File: src/rtl/mp_types.sv
// Shared types for the systolic tile sequencer: FSM state encoding and the
// tile command record.
package mp_types;

  localparam int unsigned N_DEF    = 4;
  localparam int unsigned KMAX_DEF = 256;
  localparam int unsigned AW_DEF   = 10;
  localparam int unsigned TW_DEF   = 4;
  localparam int unsigned KW_DEF   = $clog2(KMAX_DEF + 1);

  typedef enum logic [1:0] {
    ST_IDLE   = 2'd0,
    ST_FETCH  = 2'd1,
    ST_DRAIN  = 2'd2,
    ST_RESULT = 2'd3
  } tile_state_e;

  typedef struct packed {
    logic [AW_DEF-1:0] base;
    logic [KW_DEF-1:0] k;
    logic [TW_DEF-1:0] tag;
  } tile_cmd_t;

endpackage

File: src/rtl/systolic_tile_ctrl.sv
// Sequencer for one NxN systolic array: issues K operand reads per tile, times
// the array valid / accumulator clear, and hands the finished tile to writeback.
module systolic_tile_ctrl
  import mp_types::*;
#(
  parameter int unsigned N    = N_DEF,
  parameter int unsigned KMAX = KMAX_DEF,
  parameter int unsigned AW   = AW_DEF,
  parameter int unsigned TW   = TW_DEF
) (
  input  logic                      clk,
  input  logic                      rstn,
  input  logic                      cmd_valid,
  output logic                      cmd_ready,
  input  logic [AW-1:0]             cmd_base,
  input  logic [$clog2(KMAX+1)-1:0] cmd_k,
  input  logic [TW-1:0]             cmd_tag,
  output logic                      op_rd_en,
  output logic [AW-1:0]             op_rd_addr,
  output logic                      arr_valid,
  output logic                      acc_clear,
  output logic                      res_valid,
  input  logic                      res_ready,
  output logic [TW-1:0]             res_tag,
  output logic                      cmd_err,
  output logic                      busy,
  output logic [15:0]               tile_cnt
);

  localparam int unsigned KW = $clog2(KMAX + 1);

  if (N < 1 || KMAX < 1) begin : g_bad_param
    $error("systolic_tile_ctrl: N and KMAX must be at least 1");
  end

  tile_state_e   state_q;
  logic          started_q;
  logic          first_q;
  logic [KW-1:0] rd_left_q;
  logic          op_rd_en_q;
  logic [AW-1:0] op_rd_addr_q;
  logic          arr_valid_q;
  logic          acc_clear_q;
  logic          res_valid_q;
  logic [TW-1:0] res_tag_q;
  logic          cmd_err_q;
  logic [15:0]   tile_cnt_q;

  logic          cmd_accept;
  logic          cmd_legal;

  // started_q keeps cmd_ready low until the first edge after reset release.
  assign cmd_ready  = started_q && (state_q == ST_IDLE);
  assign busy       = (state_q != ST_IDLE);
  assign cmd_accept = cmd_valid && cmd_ready;
  assign cmd_legal  = (cmd_k != '0) && (32'(cmd_k) <= KMAX);

  // Tile FSM with all registered outputs; arr_valid trails the read strobe by one.
  always_ff @(posedge clk or negedge rstn) begin
    if (!rstn) begin
      state_q      <= ST_IDLE;
      started_q    <= 1'b0;
      first_q      <= 1'b0;
      rd_left_q    <= '0;
      op_rd_en_q   <= 1'b0;
      op_rd_addr_q <= '0;
      arr_valid_q  <= 1'b0;
      acc_clear_q  <= 1'b0;
      res_valid_q  <= 1'b0;
      res_tag_q    <= '0;
      cmd_err_q    <= 1'b0;
      tile_cnt_q   <= 16'd0;
    end else begin
      started_q   <= 1'b1;
      arr_valid_q <= op_rd_en_q;
      acc_clear_q <= op_rd_en_q && first_q;
      cmd_err_q   <= 1'b0;
      if (op_rd_en_q) begin
        first_q <= 1'b0;
      end
      case (state_q)
        ST_IDLE: begin
          if (cmd_accept) begin
            res_tag_q <= cmd_tag;
            if (cmd_legal) begin
              state_q      <= ST_FETCH;
              op_rd_en_q   <= 1'b1;
              op_rd_addr_q <= cmd_base;
              rd_left_q    <= cmd_k;
              first_q      <= 1'b1;
            end else begin
              cmd_err_q <= 1'b1;
            end
          end
        end
        ST_FETCH: begin
          if (rd_left_q == KW'(1)) begin
            op_rd_en_q <= 1'b0;
            state_q    <= ST_DRAIN;
          end else begin
            rd_left_q    <= rd_left_q - KW'(1);
            op_rd_addr_q <= op_rd_addr_q + AW'(1);
          end
        end
        ST_DRAIN: begin
          state_q     <= ST_RESULT;
          res_valid_q <= 1'b1;
        end
        ST_RESULT: begin
          if (res_valid_q && res_ready) begin
            res_valid_q <= 1'b0;
            state_q     <= ST_IDLE;
            tile_cnt_q  <= tile_cnt_q + 16'd1;
          end
        end
        default: begin
          state_q <= ST_IDLE;
        end
      endcase
    end
  end

  assign op_rd_en   = op_rd_en_q;
  assign op_rd_addr = op_rd_addr_q;
  assign arr_valid  = arr_valid_q;
  assign acc_clear  = acc_clear_q;
  assign res_valid  = res_valid_q;
  assign res_tag    = res_tag_q;
  assign cmd_err    = cmd_err_q;
  assign tile_cnt   = tile_cnt_q;

endmodule

File: config.mk
export PLATFORM = sky130hd
export DESIGN_NAME = systolic_tile_ctrl
export DESIGN_NICKNAME = d
export VERILOG_FILES = /design/src/rtl/mp_types.sv /design/src/rtl/systolic_tile_ctrl.sv
export SDC_FILE = /design/constraint.sdc
export NUM_CORES = 1
export LEC_CHECK = 0
export ABC_AREA = 1
export ABC_CLOCK_PERIOD_IN_PS = 1530
export BUFFER_PORTS_ARGS = -buffer_cell sky130_fd_sc_hd__buf_2
export CAP_MARGIN = 5
export CORE_MARGIN = 1
export CORE_UTILIZATION = 49
export CTS_CLUSTER_SIZE = 12
export DETAILED_ROUTE_END_ITERATION = 6
export PLACE_DENSITY = 0.81
export SLEW_MARGIN = 30
export SYNTH_ARGS = -nofsm -noshare
export SYNTH_HDL_FRONTEND = slang
export SYNTH_SLANG_ARGS = --single-unit
File: constraint.sdc
create_clock -name clk -period 1.53 [get_ports clk]
set_input_delay 0.0765 -clock clk [delete_from_list [all_inputs] [get_ports clk]]
set_output_delay 0.0765 -clock clk [all_outputs]
set_load 0.01 [all_outputs]
==> flow_metrics.env, run 1 <==
export IMPL_status="finished, violations left"
export IMPL_violations="negative setup slack"
export IMPL_area_delta_synth_final_pct=36.76
export IMPL_worstSetupStartpointType="flop"
export IMPL_fp_dieH_um=77.56
export IMPL_rr_worst_depth=9
export IMPL_die_x_um=77.56
export IMPL_cts_sinks=48
export IMPL_crit_required_ns=1.75
export IMPL_track_usage_pct=24.69
export IMPL_ys_ff_latch=48
export IMPL_die_area_mm2=0.006016
export IMPL_final_layout_size_suffix_gt1_share_pct=31.46
export IMPL_ios=64
export IMPL_power_leakage_nw=2.064
export IMPL_post_dp_hpwl_um=4831
export IMPL_fin_skew_ns=0.01230
export IMPL_vias=2917
export IMPL_yosys_area_share_simple_pct=38.15
export IMPL_avgSynthCellArea_um2=7.362
export IMPL_path_buf_inv=2
export IMPL_synth_compound_area_share_pct=4.517
export IMPL_cts_max_path_buffers=2
export IMPL_clockRootBuffer="clkbuf_8"
export IMPL_layout_nets=514
export IMPL_holdPathStages=5
export IMPL_setup_viol=2
export IMPL_seq_area_frac_synth_pct=42.93
export IMPL_routed_wirelength_um=7807
export IMPL_grt_pass1_wl_um=11750
export IMPL_synth_top_family_by_area="simple AND/OR/NAND/NOR gates"
export IMPL_viasPerCell=5.284
export IMPL_synth_edf_count=0
export IMPL_critical_path_class="reg2reg"
export IMPL_grt_pass1_vias=2687
export IMPL_antenna_found_initial=0
export IMPL_fin_crit_sh_pct=100.4
export IMPL_syn_inst=380
export IMPL_async_flop_share_pct=100.0
export IMPL_slew_viol_final=0
export IMPL_tightest_slew_ns=0.5855
export IMPL_synthesis_area_mm2=0.002798
export IMPL_numCtsBuffers=5
export IMPL_crit_chain="inv_2 > ha_4 > nand2_4 > nor2_4 > inv_2 > nand2_4 > nand3_2 > nand2_1 > nand2_1"
export IMPL_htreeDepth=2
export IMPL_rsz0062_at_grt="true"
export IMPL_drt_initial_drc_count=266
export IMPL_cpPeakStageDelay_ns=0.47
export IMPL_rows=27
export IMPL_fin_util_pct=69.48
export IMPL_fin_ws_ns=-0.005674
export IMPL_relSlewSlack_pct=60.97
export IMPL_synth_warnings=0
export IMPL_synthXorXnorAreaFrac_pct=3.444
export IMPL_slowest_stage="dfrtp_2"
export IMPL_synth_main_ff_cell="dfrtp_1"
export IMPL_cp_data_arrival_time_ns=1.75
export IMPL_hold_path_class="in2reg"
export IMPL_num_antenna_cells=0
export IMPL_cap_violations=0
export IMPL_fill_cells=402
export IMPL_io_buffers=63
export IMPL_cp_max_fo=6
export IMPL_crit_path_end_kind="flop"
export IMPL_cp_num_cells=9
export IMPL_synthMuxAreaShare_pct=0
export IMPL_coreArea_mm2=0.005507
export IMPL_initial_core_util_pct=50.81
export IMPL_finalCriticalPeriod_ns=1.536
export IMPL_place_gp_congestion=0.8925
export IMPL_clock_fmax_ghz=0.6512
export IMPL_routedWlPerCell_um=14.14
export IMPL_power_density_mw_per_mm2=2049
export IMPL_grt_max_degree=26
export IMPL_ant_nets=0
export IMPL_globalRouteOverflowTotal=0
export IMPL_yosysUniqueCellTypes=27
export IMPL_drc_errors=0
export IMPL_ir_drop_mv=1.083
export IMPL_synth_adder_area_share_pct=3.578
export IMPL_hold_viol=0
export IMPL_dr_pass1_iters=4
export IMPL_synth_nets=415
export IMPL_cts_tree="done"
export IMPL_dp_slack_ns=-0.07142
export IMPL_clock_latency_ns=0.32
export IMPL_cp_top_family="simple AND/OR/NAND/NOR gates"
export IMPL_cts_reportedPaths_clkPinSlew_ns=0.10
-- layer usage --
layer | wire length (um) | GRT usage [%]
met5 | 0 | 0
met4 | 241 | 10.75
met3 | 558 | 5.176
met2 | 3846 | 40.80
met1 | 3161 | 31.13
-- worst paths after layout --
| path | to | startpoint | slack, ns |
|---|---|---|---|
| hold / removal | op_rd_addr[6]$_DFFE_PN0P_ | cmd_base[6] | 0.08 |
| max in group asynchronous | op_rd_addr[8]$_DFFE_PN0P_ | rstn | 0.70 |
| setup reg to reg | op_rd_addr[9]$_DFFE_PN0P_ | state_q[0]$_DFFE_PN0P_ | -0.006 |
| min in group asynchronous | tile_cnt[15]$_DFFE_PN0P_ | rstn | 0.28 |
| hold reg to reg | arr_valid$_DFF_PN0_ | op_rd_en$_DFFE_PN0P_ | 0.46 |
| setup / recovery | op_rd_addr[9]$_DFFE_PN0P_ | state_q[0]$_DFFE_PN0P_ | -0.006 |
-- stage by stage --
stage	total power [mW]	hold WS, ns	cell area [um^2]	std cells	TNS (ns)
floorplan	4.562	-0.2191	2810	380	0
global placement	5.536	0.09937	3331	528	0
detailed placement	5.668	0.1084	3331	528	-0.6973
CTS	7.157	0.06972	3640	546	-0.01636
global route	8.426	0.09539	3826	552	-1.098
finish	7.839	0.08334	3826	552	-0.009361
-- cells in the final DEF (no fill, tap or decap), drive strengths merged, types with 3 or more instances in the layout --
| cell | instances |
|---|---|
| a21oi | 8 |
| buf | 92 |
| clkbuf | 6 |
| dfrtp | 48 |
| dlygate4sd3 | 5 |
| ha | 8 |
| inv | 35 |
| nand2 | 149 |
| nand3 | 50 |
| nand3b | 4 |
| nand4 | 3 |
| nor2 | 39 |
| o21ai | 13 |
| xnor2 | 3 |
| xor2 | 8 |
-- sequential cells by signal, indices dropped and copies added (netlist names) --
signal / cells
acc_clear: 1
arr_valid: 1
cmd_err: 1
first_q: 1
op_rd_addr: 10
op_rd_en: 1
rd_left_q: 9
res_tag: 4
res_valid: 1
started_q: 1
state_q: 2
tile_cnt: 16
-- repair_timing --
item,4_1_cts,5_1_grt
setup buffers,3,3
hold buffers,5,0
cloned,2,3
pin swaps,5,10
setup endpoints to repair,22,27
gates resized for setup,17,32
hold endpoints to repair,27,0
-- synthesized netlist by cell type (4+ instances only) --
| library cell | count | area (um^2) |
|---|---|---|
| inv_1 | 31 | 116.4 |
| nand3_1 | 43 | 215.2 |
| nor2_1 | 35 | 131.4 |
| nand3b_1 | 4 | 30.03 |
| ha_1 | 8 | 100.1 |
| nand2_1 | 144 | 540.5 |
| dfrtp_1 | 48 | 1201 |
| nand2_2 | 5 | 31.28 |
| xor2_1 | 8 | 70.07 |
| buf_6 | 5 | 56.30 |
| o21ai_0 | 12 | 60.06 |
| a21oi_1 | 8 | 40.04 |
-- cells by family (layout without fill, tap and decap cells) --
logic type,after synthesis,count (layout)
compound gates,24,24
xor+xnor,11,11
fa+ha+maj,8,8
buf+inv,43,140
flops,48,48
other cells,1,1
simple gates,245,248
-- area by class of cell --
class                           count  area (um^2)  area share, %
Timing Repair Buffer               98        653.1          17.07
Clock buffer                        5        68.82          1.799
Sequential cell                    48         1202          31.43
Multi-Input combinational cell    292         1615          42.22
Inverter                           34        127.6          3.336
Clock inverter                      3        68.82          1.799
Tap cell                           72        90.09          2.354
-- worst register-to-register path: stages, from the launching register on --
cell and delay, ns:
dfrtp_2 0.47, inv_2 0.10, ha_4 0.16, nand2_4 0.06, nor2_4 0.14, inv_2 0.07, nand2_4 0.14, nand3_2 0.16
nand2_1 0.09, nand2_1 0.06
-- where the power goes --
part           internal (mW)  switching, mW  leakage [nW]
Clock                  0.658          0.473        0.0687
Combinational           1.87           2.60          1.39
Sequential              1.73          0.512         0.606
Total                   4.25           3.59          2.06
No activity file was read; power rests on OpenSTA's default activity.
==> inputs of run 2 (changes only) <==
--- a/config.mk
+++ b/config.mk
@@ -12,4 +12,5 @@
 export CORE_MARGIN = 1
 export CORE_UTILIZATION = 49
+export CTS_CLUSTER_DIAMETER = 30
 export CTS_CLUSTER_SIZE = 12
 export DETAILED_ROUTE_END_ITERATION = 6
==> constraint.sdc (replaced) <==
create_clock -name clk -period 1.53 [get_ports clk]
set_input_delay 0.306 -clock clk [delete_from_list [all_inputs] [get_ports clk]]
set_output_delay 0.306 -clock clk [all_outputs]
set_load 0.01 [all_outputs]
==> flow_metrics.env, run 2 (synthesis gave the netlist of run 1 again) <==
export IMPL_switching_share_pct=46.60
export IMPL_grt_max_degree=49
export IMPL_drt_initial_drc_count=247
export IMPL_rr_worst_depth=8
export IMPL_io_buffers=63
export IMPL_rsz0062_at_grt="true"
export IMPL_critical_path_class="reg2reg"
export IMPL_hp_start="cmd_tag[0]"
export IMPL_grt_pass1_wl_um=10770
export IMPL_clockRootBuffer="clkbuf_8"
export IMPL_drc_errors=0
export IMPL_hold_viol=0
export IMPL_routed_wirelength_um=8318
export IMPL_worstHoldEndpoint="res_tag[0]$_DFFE_PN0P_"
export IMPL_clock_latency_ns=0.31
export IMPL_dp_slack_ns=-0.04597
export IMPL_initial_core_util_pct=50.81
export IMPL_dr_pass1_iters=5
export IMPL_crit_required_ns=1.78
export IMPL_timing_rr_start="state_q[1]$_DFFE_PN0P_"
export IMPL_place_inst=529
export IMPL_numCtsBuffers=5
export IMPL_crit_top_cell="nand2_1"
export IMPL_slew_viol_final=0
export IMPL_clock_fmax_ghz=0.5779
export IMPL_seqPwrFrac_pct=26.6
export IMPL_cap_violations=0
export IMPL_die_x_um=77.56
export IMPL_viasPerCell=5.477
export IMPL_vias=3018
export IMPL_violations="negative setup slack"
export IMPL_layout_nets=513
export IMPL_post_dp_hpwl_um=4641
export IMPL_track_usage_pct=22.44
export IMPL_finalCriticalPeriod_ns=1.731
export IMPL_layout_commonest_cell="nand2_1"
export IMPL_cts_max_path_buffers=2
export IMPL_fin_util_pct=71.01
export IMPL_clkPwrFrac_pct=13.4
export IMPL_ir_drop_mv=0.9412
export IMPL_globalRouteOverflowTotal=0
export IMPL_num_antenna_cells=0
export IMPL_slowest_stage="dfrtp_1"
export IMPL_internal_power_mw=4.495
export IMPL_routedWlPerCell_um=15.10
export IMPL_power_density_mw_per_mm2=2153
export IMPL_cts_sinks=48
export IMPL_final_layout_size_suffix_gt1_share_pct=35.28
export IMPL_worstSetupStartpointType="flop"
export IMPL_htreeDepth=2
export IMPL_hold_path_class="in2reg"
export IMPL_area_delta_synth_final_pct=39.76
export IMPL_place_gp_congestion=0.8849
export IMPL_power_switching_mw=3.924
export IMPL_r2r_end="op_rd_addr[7]$_DFFE_PN0P_"
export IMPL_ios=64
export IMPL_fin_crit_sh_pct=113.1
export IMPL_cpPeakStageDelay_ns=0.45
export IMPL_coreArea_mm2=0.005507
export IMPL_holdPathStages=3
export IMPL_cts_tree="done"
export IMPL_power_frac_comb_pct=60.0
export IMPL_rows=27
export IMPL_crit_path_end_kind="flop"
export IMPL_cts_reportedPaths_clkPinSlew_ns=0.09
export IMPL_instances_no_fill=551
export IMPL_crit_chain="inv_2 > buf_6 > ha_4 > buf_8 > nand2_1 > o21ai_0 > nand3_1 > nand2_1"
export IMPL_antenna_found_initial=0
export IMPL_fin_ws_ns=-0.2005
export IMPL_rrSetupSlack_ns=-0.20
export IMPL_cp_data_arrival_time_ns=1.98
export IMPL_cp_max_fo=16
export IMPL_fp_dieH_um=77.56
export IMPL_status="finished, violations left"
export IMPL_mostFrequentLayoutCells="127 x nand2_1, 61 x buf_2, 47 x dfrtp_1, 34 x nand3_1, 30 x nor2_1"
export IMPL_fin_skew_ns=0.01173
export IMPL_die_area_mm2=0.006016
export IMPL_grt_pass1_vias=2494
export IMPL_power_leakage_nw=2.082
export IMPL_largest_reg_flops=16
export IMPL_setup_viol=14
export IMPL_ant_nets=0
## run 2: cell count changes in the layout (fill, tap and decap cells not counted), moves of 2 or more
cell,previous run,this run
buf_2,63,61
buf_4,24,22
buf_6,2,8
dlygate4sd3_1,5,1
nand2_1,136,127
nand2_2,8,17
nand3_1,40,34
nand3_2,4,9
## run 2: metal layers
layer | share of wire, % | vias to the layer above | GRT usage (%)
met5 | 0 | - | 0
met1 | 39 | 1416 | 27.60
met2 | 49 | 154 | 39.03
met3 | 7.1 | 46 | 4.235
li1 | - | 1402 | -
met4 | 5.2 | 0 | 8.113
## run 2: worst max-delay path: cells and delay by family (launching register included)
family	cells	cell delay [ns]
compound gates	1	0.23
fa+ha+maj	1	0.21
buf+inv	3	0.39
flops	1	0.45
simple gates	3	0.38
## run 2: through the flow
stage / instance area [um^2] / total power [mW] / setup TNS [ns] / hold slack (ns)
2_1_floorplan: 2810 / 4.562 / 0 / 0.01041
3_3_place_gp: 3326 / 5.477 / -0.005633 / 0.3065
3_5_place_dp: 3326 / 5.589 / -0.3193 / 0.3108
4_1_cts: 3506 / 6.780 / -0.0007618 / 0.1995
5_1_grt: 3910 / 8.958 / -2.046 / 0.1960
6_report: 3910 / 8.419 / -0.5067 / 0.2009
## run 2: timing repair
action,4_1_cts,5_1_grt
buffers inserted,1,6
setup endpoints to repair,24,27
hold endpoints to repair,48,0
hold buffers,1,0
cloned,0,7
resized for setup,9,69
pin swaps,1,23
## run 2: layout make-up
class                   instances  area (um^2)
multi-input cells             292         1672
well taps                      72        90.09
inverters                      34        132.6
clock buffers                   5        68.82
flip-flops and latches         48         1202
fillers                       388         1597
repair buffers                 97        675.6
clock inverters                 3        68.82
## run 2: worst max-delay path by stage
stage	startpoint	endpoint	slack, ns
finish	state_q[1]$_DFFE_PN0P_	op_rd_addr[7]$_DFFE_PN0P_	-0.20
global route	state_q[1]$_DFFE_PN0P_	op_rd_addr[7]$_DFFE_PN0P_	-0.29
CTS	state_q[1]$_DFFE_PN0P_	op_rd_en$_DFFE_PN0P_	-0.0008
detailed placement	state_q[0]$_DFFE_PN0P_	tile_cnt[12]$_DFFE_PN0P_	-0.05
global placement	state_q[1]$_DFFE_PN0P_	op_rd_en$_DFFE_PN0P_	-0.006
floorplan	state_q[0]$_DFFE_PN0P_	op_rd_addr[4]$_DFFE_PN0P_	0.02
## run 2: power groups by stage
stage          registers [mW]  logic, mW  clock network [mW]
2_1_floorplan            2.27       2.29                   0
3_3_place_gp             2.15       3.32                   0
3_5_place_dp             2.17       3.41                   0
4_1_cts                  2.17       3.48                1.13
5_1_grt                  2.28       5.47                1.21
6_report                 2.24       5.05                1.13
